$ cat config.mk
export PLATFORM = sky130hd
export DESIGN_NAME = pico_io_ports
export DESIGN_NICKNAME = d
export VERILOG_FILES = /design/src/rtl/pico_io_ports.sv
export SDC_FILE = /design/constraint.sdc
export NUM_CORES = 1
export LEC_CHECK = 0
export ABC_AREA = 1
export CAP_MARGIN = 20
export CORE_UTILIZATION = 52
export CTS_BUF_LIST = sky130_fd_sc_hd__clkbuf_4 sky130_fd_sc_hd__clkbuf_8
export DETAILED_ROUTE_END_ITERATION = 12
export PLACE_DENSITY = 0.87
export SYNTH_ARGS = -nofsm -noshare
export SYNTH_HDL_FRONTEND = slang
export SYNTH_SLANG_ARGS = --single-unit
$ cat constraint.sdc
create_clock -name clk -period 3.44 [get_ports clk]
set_input_delay 0.688 -clock clk [delete_from_list [all_inputs] [get_ports clk]]
set_output_delay 0.688 -clock clk [all_outputs]
set_load 0.01 [all_outputs]
$ cat src/rtl/pico_io_ports.sv
// KCPSM3 I/O port block: output registers, synchronized inputs,
// optional edge flags + interrupt (enabled by macro PIO_EDGE_IRQ_EN).
module pico_io_ports #(
    parameter int         NUM_OUT   = 2,
    parameter int         NUM_IN    = 2,
    parameter logic [7:0] OUT_RESET = 8'h00
) (
    input  logic                  clk,
    input  logic                  reset,
    input  logic [7:0]            port_id,
    input  logic                  write_strobe,
    input  logic                  read_strobe,
    input  logic [7:0]            out_port,
    output logic [7:0]            in_port,
    output logic                  interrupt,
    input  logic                  interrupt_ack,
    input  logic [8*NUM_IN-1:0]   in_pins,
    output logic [8*NUM_OUT-1:0]  out_pins
);

    localparam int IW = 8 * NUM_IN;

    logic [7:0]    r_out [NUM_OUT];
    logic [IW-1:0] r_sync1;
    logic [IW-1:0] r_sync2;
    logic [7:0]    r_in_port;
    logic [7:0]    w_rd;
    logic          w_unused;

    // read_strobe carries no side effects; ack is unused without the IRQ logic
    assign w_unused = read_strobe ^ interrupt_ack;

    // Output registers: written when the strobe hits an implemented index
    always_ff @(posedge clk) begin
        if (reset) begin
            for (int i = 0; i < NUM_OUT; i++) r_out[i] <= OUT_RESET;
        end else if (write_strobe && port_id[7:4] == 4'h0) begin
            for (int i = 0; i < NUM_OUT; i++)
                if (port_id[3:0] == 4'(i)) r_out[i] <= out_port;
        end
    end

    genvar g;
    for (g = 0; g < NUM_OUT; g++) begin : g_out
        assign out_pins[8*g +: 8] = r_out[g];
    end

    // Two-flop synchronizer for the asynchronous input pins
    always_ff @(posedge clk) begin
        if (reset) begin
            r_sync1 <= '0;
            r_sync2 <= '0;
        end else begin
            r_sync1 <= in_pins;
            r_sync2 <= r_sync1;
        end
    end

`ifdef PIO_EDGE_IRQ_EN
    logic [IW-1:0]     r_prev;
    logic [IW-1:0]     r_flag;
    logic [NUM_IN-1:0] r_en;
    logic              r_irq;
    logic [IW-1:0]     w_rise;
    logic [IW-1:0]     w_clr;
    logic [IW-1:0]     w_en_bits;
    logic [IW-1:0]     w_flag_next;
    logic              w_irq_set;

    // Per-bit W1C clear mask and per-port enable expanded to flag bits
    always_comb begin
        w_clr     = '0;
        w_en_bits = '0;
        for (int i = 0; i < NUM_IN; i++) begin
            if (write_strobe && port_id == 8'h20 + 8'(i))
                w_clr[8*i +: 8] = out_port;
            w_en_bits[8*i +: 8] = {8{r_en[i]}};
        end
    end

    // Set wins over clear; only fresh 0->1 flags on enabled ports interrupt
    assign w_rise      = r_sync2 & ~r_prev;
    assign w_flag_next = (r_flag & ~w_clr) | w_rise;
    assign w_irq_set   = |(w_flag_next & ~r_flag & w_en_bits);

    // Edge history, flags, enable and interrupt request
    always_ff @(posedge clk) begin
        if (reset) begin
            r_prev <= '0;
            r_flag <= '0;
            r_en   <= '0;
            r_irq  <= 1'b0;
        end else begin
            r_prev <= r_sync2;
            r_flag <= w_flag_next;
            if (write_strobe && port_id == 8'h30)
                r_en <= out_port[NUM_IN-1:0];
            r_irq <= w_irq_set | (r_irq & ~interrupt_ack);
        end
    end

    assign interrupt = r_irq;
`else
    assign interrupt = 1'b0;
`endif

    // Read decode; anything unmapped or unimplemented returns zero
    always_comb begin
        w_rd = 8'h00;
        case (port_id[7:4])
            4'h0: begin
                for (int i = 0; i < NUM_OUT; i++)
                    if (port_id[3:0] == 4'(i)) w_rd = r_out[i];
            end
            4'h1: begin
                for (int i = 0; i < NUM_IN; i++)
                    if (port_id[3:0] == 4'(i)) w_rd = r_sync2[8*i +: 8];
            end
`ifdef PIO_EDGE_IRQ_EN
            4'h2: begin
                for (int i = 0; i < NUM_IN; i++)
                    if (port_id[3:0] == 4'(i)) w_rd = r_flag[8*i +: 8];
            end
            4'h3: begin
                if (port_id[3:0] == 4'h0)
                    for (int i = 0; i < NUM_IN; i++) w_rd[i] = r_en[i];
            end
`endif
            default: w_rd = 8'h00;
        endcase
    end

    // Registered read data back to the processor
    always_ff @(posedge clk) begin
        if (reset) r_in_port <= 8'h00;
        else       r_in_port <= w_rd;
    end

    assign in_port = r_in_port;

endmodule

==> results of run 1 <==
[routing by layer]
metal  vias to the layer above  GRT usage
li1                        833          -
met1                       738     0.2299
met2                        52     0.3724
met3                        12    0.04688
met4                         0    0.09783
met5                         -          0
[per-stage QoR]
stage / util / setup WS, ns / hold slack [ns] / std cells
finish: 0.7467 / 1.325 / 0.4045 / 344
global route: 0.7467 / 1.222 / 0.4246 / 344
CTS: 0.7467 / 1.309 / 0.4081 / 344
detailed placement: 0.7169 / 0.9952 / 0.3951 / 336
global placement: 0.7169 / 1.053 / 0.3926 / 336
floorplan: - / 1.454 / 0.3883 / 238
[logic make-up (layout without fill, tap and decap cells)]
| logic type | after synthesis | in the layout | share of synthesized area |
|---|---|---|---|
| AND/OR/NAND/NOR | 116 | 116 | 0.2423 |
| other | 1 | 1 | 0.001802 |
| buffers and inverters | 54 | 112 | 0.1082 |
| AO/OA/AOI/OAI | 11 | 11 | 0.03187 |
| flip-flops | 56 | 56 | 0.6158 |
[flip-flops by register name (all words and copies together), names as in the netlist]
signal,count
r_sync2,16
r_out,16
r_sync1,16
in_port,8
[where the power goes]
group	switching [mW]	leakage (nW)	internal, mW
registers	0.0105	0.481	0.704
clock network	0.191	0.0586	0.224
logic	0.0565	0.676	0.0654
total	0.258	1.22	0.994
[layout make-up]
type / instances / area (um^2) / area share
clock buffer: 6 / 76.32 / 0.02731
timing repair buffer: 62 / 610.6 / 0.2184
sequential: 56 / 1281 / 0.4584
multi-input combinational: 128 / 574.3 / 0.2055
tap: 48 / 60.06 / 0.02149
inverter: 42 / 157.7 / 0.05640
clock inverter: 2 / 35.03 / 0.01253
[placed cells by master, fill, tap and decap left out]
master / instances
clkbuf_4: 1
nand2_2: 1
a21oi_2: 3
edfxtp_1: 16
and2_1: 1
nor2_1: 43
buf_4: 4
nand2_1: 35
inv_1: 41
clkdlybuf4s50_1: 58
inv_2: 1
nand3_1: 33
clkbuf_8: 5
a21oi_1: 6
o21ai_0: 2
conb_1: 1
clkinv_2: 1
dfxtp_1: 40
nor2_4: 3
bufinv_16: 1
[worst max-delay path by stage]
stage               slack [ns]  cells past startpoint  startpoint      endpoint
floorplan                 1.45                      4  port_id[0]  r_out[0][10]
finish                    1.32                      6  port_id[0]   r_out[0][8]
global placement          1.05                      6  port_id[0]   r_out[0][8]
global route              1.22                      6  port_id[0]  r_out[0][10]
CTS                       1.31                      6  port_id[0]  r_out[0][10]
detailed placement         1.0                      6  port_id[0]   r_out[0][8]
[critical path: cells and delay by family]
family | cells | cell delay [ns]
simple gates | 2 | 0.46
compound gates | 1 | 0.18
buf+inv | 3 | 0.80
==> results.py, run 1 <==
metrics = {
    "synthesis": {
        "ys_ff_latch": 56,
        "synth_cell_types": 19,
        "synth_area_um2": 2081,
        "synth_common_cells": "nor2_1 (43), inv_1 (41), dfxtp_1 (40), nand2_1 (35), nand3_1 (33)",
        "synth_seq_area_share": 0.6158,
        "synth_top_area_share": 0.3848,
        "postSynth.asyncResetShare": 0,
        "syn_inst": 238,
        "synth_most_common_cell": "nor2_1",
        "syn_avg_cell_area_um2": 8.743,
        "synth.largest_area_cell": "dfxtp_1",
        "synth_edf_count": 16,
        "synth_ff_type": "dfxtp_1",
        "synthesis.nets": 275,
        "synth_area_leaders": "dfxtp_1 (38%), edfxtp_1 (23%), nand3_1 (7.9%)",
        "synth_warnings": 0,
    },
    "timing": {
        "period_needed_ns": 2.115,
        "max_freq_mhz": 472.7,
        "finalHoldViolCount": 0,
        "worst_pin_slew_ns": 0.4945,
        "fin_tns_setup_ns": 0,
        "maxSlewViolCount": 0,
        "rsz0062_at_grt": "false",
        "post-route-period-util": 0.6149,
        "finalSetupViolCount": 0,
        "skew_ns": 0.007723,
        "max-slew-margin-rel": 0.6691,
    },
    "clocking": {
        "postCtsSetupBuffers": 0,
        "h-tree-depth": 2,
        "path_clk_slew_ns": 0.09,
        "cts_tree": "built",
        "cts_made_buffers": 5,
        "cts.sinks": 56,
        "root_buffer": "clkbuf_8",
        "insertion_delay_ns": 0.30,
        "cts_resized": 0,
        "cts_buffer_depth": 2,
        "hold_buffers": 0,
    },
    "critical_path": {
        "start_kind": "input pin",
        "cp_max_fo": 17,
        "worstPathRequired_ns": 3.45,
        "timing.rr.start": "r_out[0][14]",
        "crit_type": "input pin to flip-flop",
        "cp_cell_sequence": "clkdlybuf4s50_1 -> inv_2 -> nor2_4 -> nand2_1 -> o21ai_0 -> buf_4",
        "crit_arrival_ns": 2.12,
        "end_kind": "flip-flop",
        "slowest_stage": "clkdlybuf4s50_1",
        "regToRegEndpoint": "in_port[6]",
        "r2r_slack_ns": 2.57,
        "r2r_cells": 4,
        "cp_slowest_stage_delay_ns": 0.54,
    },
    "routing": {
        "drt_iter0_drc": 91,
        "wirelength_um": 4029,
        "wl_met3_um": 175,
        "wl_met1_um": 1532,
        "vias": 1635,
        "via_per_inst": 4.753,
        "firstDrtPassIters": 4,
        "wl_per_cell_um": 11.71,
        "drc": 0,
        "dr_wl_met2_um": 2204,
        "antenna_left": 0,
        "top_layer_used": "met4",
    },
    "finish": {
        "design_area_um2": 2795,
        "final_layout_size_suffix_gt1_frac": 0.06757,
        "syn2layout_area_growth_pct": 34.34,
        "diodes": 0,
        "n_fill_cell": 281,
        "fin_nets": 332,
    },
    "pwr": {
        "power_density_nw_per_um2": 447.8,
        "fin_total_pwr_mw": 1.252,
        "peakVddDrop_mv": 0.3371,
        "p_leak_nw": 1.216,
    },
    "grt": {
        "grt_pass1_vias": 1575,
        "grt_overflow": 0,
        "grt_use_total": 0.2075,
        "grt_pass1_wl_um": 6555,
        "antenna_found_initial": 0,
        "grt_max_degree": 41,
    },
    "placed_design": {
        "io_buffers": 58,
        "dpl.hpwl_um": 3031,
        "place_area_um2": 2684,
        "gp_congestion": 0.7589,
    },
    "hold_path": {
        "holdPathStages": 2,
        "holdCritPathClass": "flip-flop to flip-flop",
        "min_from": "r_sync1[1]",
        "hold-path-endpoint": "r_sync2[1]",
    },
    "floorplan": {
        "die_area_um2": 4258,
        "die_h_um": 65.26,
        "io_pins": 62,
        "initial_core_util": 0.5558,
        "core_area_um2": 3744,
        "die_w_um": 65.26,
        "row_count": 22,
    },
    "run": {
        "max_cap_viol_count": 0,
    },
    "status": {
        "status": "finished clean",
    },
}
No activity file was read; power rests on OpenSTA's default activity.
==> run 2: changes to the inputs <==
--- a/config.mk
+++ b/config.mk
@@ -7,10 +7,10 @@
 export LEC_CHECK = 0
 export ABC_AREA = 1
 export CAP_MARGIN = 20
-export CORE_UTILIZATION = 52
+export CORE_UTILIZATION = 48
 export CTS_BUF_LIST = sky130_fd_sc_hd__clkbuf_4 sky130_fd_sc_hd__clkbuf_8
 export DETAILED_ROUTE_END_ITERATION = 12
-export PLACE_DENSITY = 0.87
+export PLACE_DENSITY = 0.81
 export SYNTH_ARGS = -nofsm -noshare
 export SYNTH_HDL_FRONTEND = slang
 export SYNTH_SLANG_ARGS = --single-unit
==> constraint.sdc (replaced) <==
create_clock -name clk -period 2.1 [get_ports clk]
set_input_delay 0.42 -clock clk [delete_from_list [all_inputs] [get_ports clk]]
set_output_delay 0.42 -clock clk [all_outputs]
set_load 0.01 [all_outputs]
==> run 2 against run 1 <==
  * Via count up 1.8%
  * Power up 63%
  * Critical path depth shrank 5
  * Cell count up 1.5%
  * Sequential share of layout area down 0.33 points
  * Clock skew decreased by 0.0016 ns
  * Register-to-register slack got worse by 1.3 ns
  * First-iteration DRC count increased by 5.5%
  * Setup slack lost 0.89 ns
  * Non-clock buffer count increased by 3
  * Largest power group unchanged
==> results.py, run 2 (synthesized netlist as in run 1, its figures left out) <==
metrics = {
    "status": {
        "status": "finished clean",
    },
    "placed_design": {
        "gp_congestion": 0.7803,
        "dpl.hpwl_um": 3230,
        "dp_slack_ns": 0.2056,
        "io_buffers": 58,
    },
    "clocking": {
        "insertion_delay_ns": 0.30,
        "h-tree-depth": 2,
        "hold_buffers": 0,
        "root_buffer": "clkbuf_8",
        "cts_resized": 0,
        "path_clk_slew_ns": 0.09,
        "cts_tree": "built",
        "cts_made_buffers": 5,
        "cts.sinks": 56,
        "cts_buffer_depth": 2,
        "postCtsSetupBuffers": 0,
    },
    "pwr": {
        "fin_total_pwr_mw": 2.037,
        "power_density_nw_per_um2": 723.4,
        "p_leak_nw": 1.226,
        "peakVddDrop_mv": 0.5638,
    },
    "timing": {
        "fin_ws_ns": 0.4355,
        "post-route-period-util": 0.7926,
        "rsz0062_at_grt": "false",
        "max_freq_mhz": 600.8,
        "fin_tns_setup_ns": 0,
        "period_needed_ns": 1.664,
        "finalSetupViolCount": 0,
        "skew_ns": 0.006164,
        "maxSlewViolCount": 0,
        "finalHoldViolCount": 0,
    },
    "routing": {
        "firstDrtPassIters": 4,
        "vias": 1664,
        "drc": 0,
        "via_per_inst": 4.768,
        "wl_per_cell_um": 12.54,
        "wirelength_um": 4376,
        "drt_iter0_drc": 96,
        "antenna_left": 0,
    },
    "grt": {
        "antenna_found_initial": 0,
        "grt_pass1_wl_um": 6817,
        "grt_overflow": 0,
        "grt_max_degree": 41,
        "grt_pass1_vias": 1556,
        "grt_use_total": 0.2078,
    },
    "critical_path": {
        "crit_type": "flip-flop to primary output",
        "worst-path-buf-inv": 1,
        "critical_path.top_delay_family": "buffers and inverters",
        "start_kind": "flip-flop",
        "crit_arrival_ns": 1.24,
        "end_kind": "primary output",
        "cp_cell_sequence": "clkdlybuf4s50_1",
        "slowest_stage": "clkdlybuf4s50_1",
        "cp_max_fo": 2,
        "r2r_slack_ns": 1.23,
        "cp_slowest_stage_delay_ns": 0.58,
        "worstPathRequired_ns": 1.68,
    },
    "floorplan": {
        "die_h_um": 67.84,
        "die_area_um2": 4602,
        "die_w_um": 67.84,
        "core_area_um2": 4086,
        "io_pins": 62,
        "row_count": 23,
        "initial_core_util": 0.5092,
    },
    "finish": {
        "layout_common_cells": "clkdlybuf4s50_1 (58), nor2_1 (43), inv_1 (41)",
        "fin_nets": 335,
        "syn2layout_area_growth_pct": 35.30,
        "diodes": 0,
        "final_common_cell": "clkdlybuf4s50_1",
        "largestRegisters": "r_out: 16 flops, r_sync1: 16 flops, r_sync2: 16 flops",
        "final_layout_size_suffix_gt1_frac": 0.07023,
    },
    "hold_path": {
        "holdCritPathClass": "flip-flop to flip-flop",
    },
    "run": {
        "max_cap_viol_count": 0,
    },
}
==> run 2: changes by cell type in the layout (fill, tap and decap cells not counted), sizes merged <==
cell / change
clkbuf: -1
buf: +3
clkinv: +1
==> run 2: metrics by stage <==
step | area [um^2] | util | cells | hold WS, ns
2_1_floorplan | 2081 | - | 238 | 0.3883
3_3_place_gp | 2709 | 0.6629 | 341 | 0.3917
3_5_place_dp | 2709 | 0.6629 | 341 | 0.3947
4_1_cts | 2815 | 0.6889 | 349 | 0.4074
5_1_grt | 2815 | 0.6889 | 349 | 0.4235
6_report | 2815 | 0.6889 | 349 | 0.4049
==> run 2: report_power, final <==
group	leakage [nW]	total, mW	switching [mW]	internal (mW)
Sequential	0.481	1.17	0.0177	1.15
Clock	0.0532	0.661	0.313	0.347
Combinational	0.692	0.205	0.0945	0.110
Total	1.23	2.04	0.425	1.61
==> run 2: cell type report <==
type	count	area, um^2
Timing Repair Buffer	65	633.1
Sequential cell	56	1281
Clock inverter	3	37.54
Inverter	42	157.7
Tap cell	50	62.56
Multi-Input combinational cell	128	574.3
Fill cell	327	1271
Clock buffer	5	68.82
==> run 2: final timing paths <==
kind                      from           end  depth (start not counted)
hold reg to reg    r_sync1[15]   r_sync2[15]                          2
hold / removal     r_sync1[15]   r_sync2[15]                          2
setup reg to reg  r_out[0][13]    in_port[5]                          4
setup / recovery  r_out[0][10]  out_pins[10]                          1
==> run 2: metal layers <==
layer	share of wire	GRT usage
met1	0.38	0.2355
met2	0.53	0.3589
met3	0.045	0.04000
met4	0.042	0.1276
met5	0	0
==> run 3: changes to the inputs <==
==> constraint.sdc (replaced) <==
create_clock -name clk -period 1.7 [get_ports clk]
set_input_delay 0.34 -clock clk [delete_from_list [all_inputs] [get_ports clk]]
set_output_delay 0.34 -clock clk [all_outputs]
set_load 0.01 [all_outputs]
==> run 3 against run 2 <==
  * Register-to-register slack lost 0.40 ns
  * Power is 34% higher
  * Combinational power increased by 27%
  * Hold slack lost 0.00065 ns
  * Clock skew about the same
  * Core utilization increased by 1.4 points
  * Sequential share of layout area fell by 0.93 points
==> results.py, run 3 (synthesized netlist as in run 1, its figures left out) <==
metrics = {
    "pwr": {
        "peakVddDrop_mv": 0.7801,
        "power_density_nw_per_um2": 949.0,
        "fin_total_pwr_mw": 2.728,
        "p_leak_nw": 1.257,
    },
    "finish": {
        "final_layout_size_suffix_gt1_frac": 0.08306,
        "layout_common_cells": "clkdlybuf4s50_1 (58), nor2_1 (43), inv_1 (41)",
        "final_core_util": 0.7033,
        "syn2layout_area_growth_pct": 38.12,
        "largestRegisters": "r_out: 16 flops, r_sync1: 16 flops, r_sync2: 16 flops",
        "fin_nets": 337,
        "diodes": 0,
        "final_common_cell": "clkdlybuf4s50_1",
    },
    "critical_path": {
        "cp_max_fo": 2,
        "slowest_stage": "clkdlybuf4s50_1",
        "end_kind": "primary output",
        "crit_type": "flip-flop to primary output",
        "timing.rr.start": "r_out[0][2]",
        "cp_slowest_stage_delay_ns": 0.56,
        "worst-path-buf-inv": 1,
        "regToRegEndpoint": "in_port[2]",
        "r2r_slack_ns": 0.83,
        "cp_cell_sequence": "clkdlybuf4s50_1",
        "r2r_cells": 4,
        "worstPathRequired_ns": 1.36,
        "crit_arrival_ns": 1.27,
        "start_kind": "flip-flop",
        "critical_path.top_delay_family": "buffers and inverters",
    },
    "clocking": {
        "hold_buffers": 0,
        "postCtsSetupBuffers": 0,
        "h-tree-depth": 2,
        "cts_made_buffers": 5,
        "root_buffer": "clkbuf_8",
        "insertion_delay_ns": 0.31,
        "path_clk_slew_ns": 0.10,
        "cts_tree": "built",
        "cts_buffer_depth": 2,
        "cts_resized": 0,
        "cts.sinks": 56,
    },
    "floorplan": {
        "row_count": 23,
        "initial_core_util": 0.5092,
        "die_area_um2": 4602,
        "die_h_um": 67.84,
        "core_area_um2": 4086,
        "io_pins": 62,
        "die_w_um": 67.84,
    },
    "routing": {
        "via_per_inst": 4.818,
        "drt_iter0_drc": 108,
        "firstDrtPassIters": 4,
        "wl_per_cell_um": 12.19,
        "antenna_left": 0,
        "drc": 0,
        "wirelength_um": 4277,
        "vias": 1691,
    },
    "placed_design": {
        "dpl.hpwl_um": 3060,
        "gp_congestion": 0.7957,
        "dp_slack_ns": -0.09113,
        "io_buffers": 58,
    },
    "hold_path": {
        "min_from": "r_sync1[7]",
        "hold-path-endpoint": "r_sync2[7]",
        "holdCritPathClass": "flip-flop to flip-flop",
        "holdPathStages": 2,
    },
    "timing": {
        "skew_ns": 0.006590,
        "finalSetupViolCount": 0,
        "hold_slack_ns": 0.4043,
        "max_freq_mhz": 622.8,
        "finalHoldViolCount": 0,
        "post-route-period-util": 0.9445,
        "rsz0062_at_grt": "false",
        "period_needed_ns": 1.606,
        "fin_ws_ns": 0.09429,
        "maxSlewViolCount": 0,
    },
    "grt": {
        "antenna_found_initial": 0,
        "grt_pass1_wl_um": 6886,
        "grt_pass1_vias": 1601,
        "grt_overflow": 0,
        "grt_max_degree": 41,
        "grt_use_total": 0.2094,
    },
    "status": {
        "status": "finished clean",
    },
    "run": {
        "max_cap_viol_count": 0,
    },
}
## run 3: cell types whose count changed in the layout (fill, tap and decap cells not counted)
cell,change
buf_12,+1
buf_4,+1
bufinv_16,+1
clkinv_1,-2
inv_6,+1
## run 3: worst max-delay path by stage
stage / from / endpoint / slack, ns / cells after the start
6_report: r_out[0][2] / out_pins[2] / 0.09 / 1
5_1_grt: r_out[0][2] / out_pins[2] / 0.06 / 1
4_1_cts: r_out[0][2] / out_pins[2] / 0.09 / 1
3_5_place_dp: port_id[0] / r_out[0][13] / -0.09 / 6
3_3_place_gp: port_id[0] / r_out[0][13] / -0.12 / 6
2_1_floorplan: port_id[0] / r_out[0][10] / 0.06 / 4
## run 3: power breakdown
part / switching [mW] / total, mW / internal (mW)
clock network: 0.429 / 1.02 / 0.593
registers: 0.0210 / 1.45 / 1.43
logic: 0.118 / 0.260 / 0.142
## run 3: layout make-up
class | count | area (um^2)
inverters | 42 | 157.7
fillers | 332 | 1212
clock buffers | 5 | 68.82
clock inverters | 3 | 68.82
repair buffers | 67 | 660.6
well taps | 50 | 62.56
flip-flops and latches | 56 | 1281
multi-input cells | 128 | 574.3
## run 3: layer usage
metal,vias to the layer above,GRT usage,wire length (um)
met2,60,0.3342,2252
met4,0,0.1224,187
met1,769,0.2465,1575
met5,-,0,0
li1,847,-,-
met3,15,0.06667,262
## run 3: per-stage QoR
stage,cells,cell area (um^2),TNS [ns]
after global routing,351,2874,0
after floorplan,238,2081,0
after CTS,351,2874,0
final,351,2874,0
after detailed placement,343,2736,-1.042
after global placement,343,2736,-0.9446
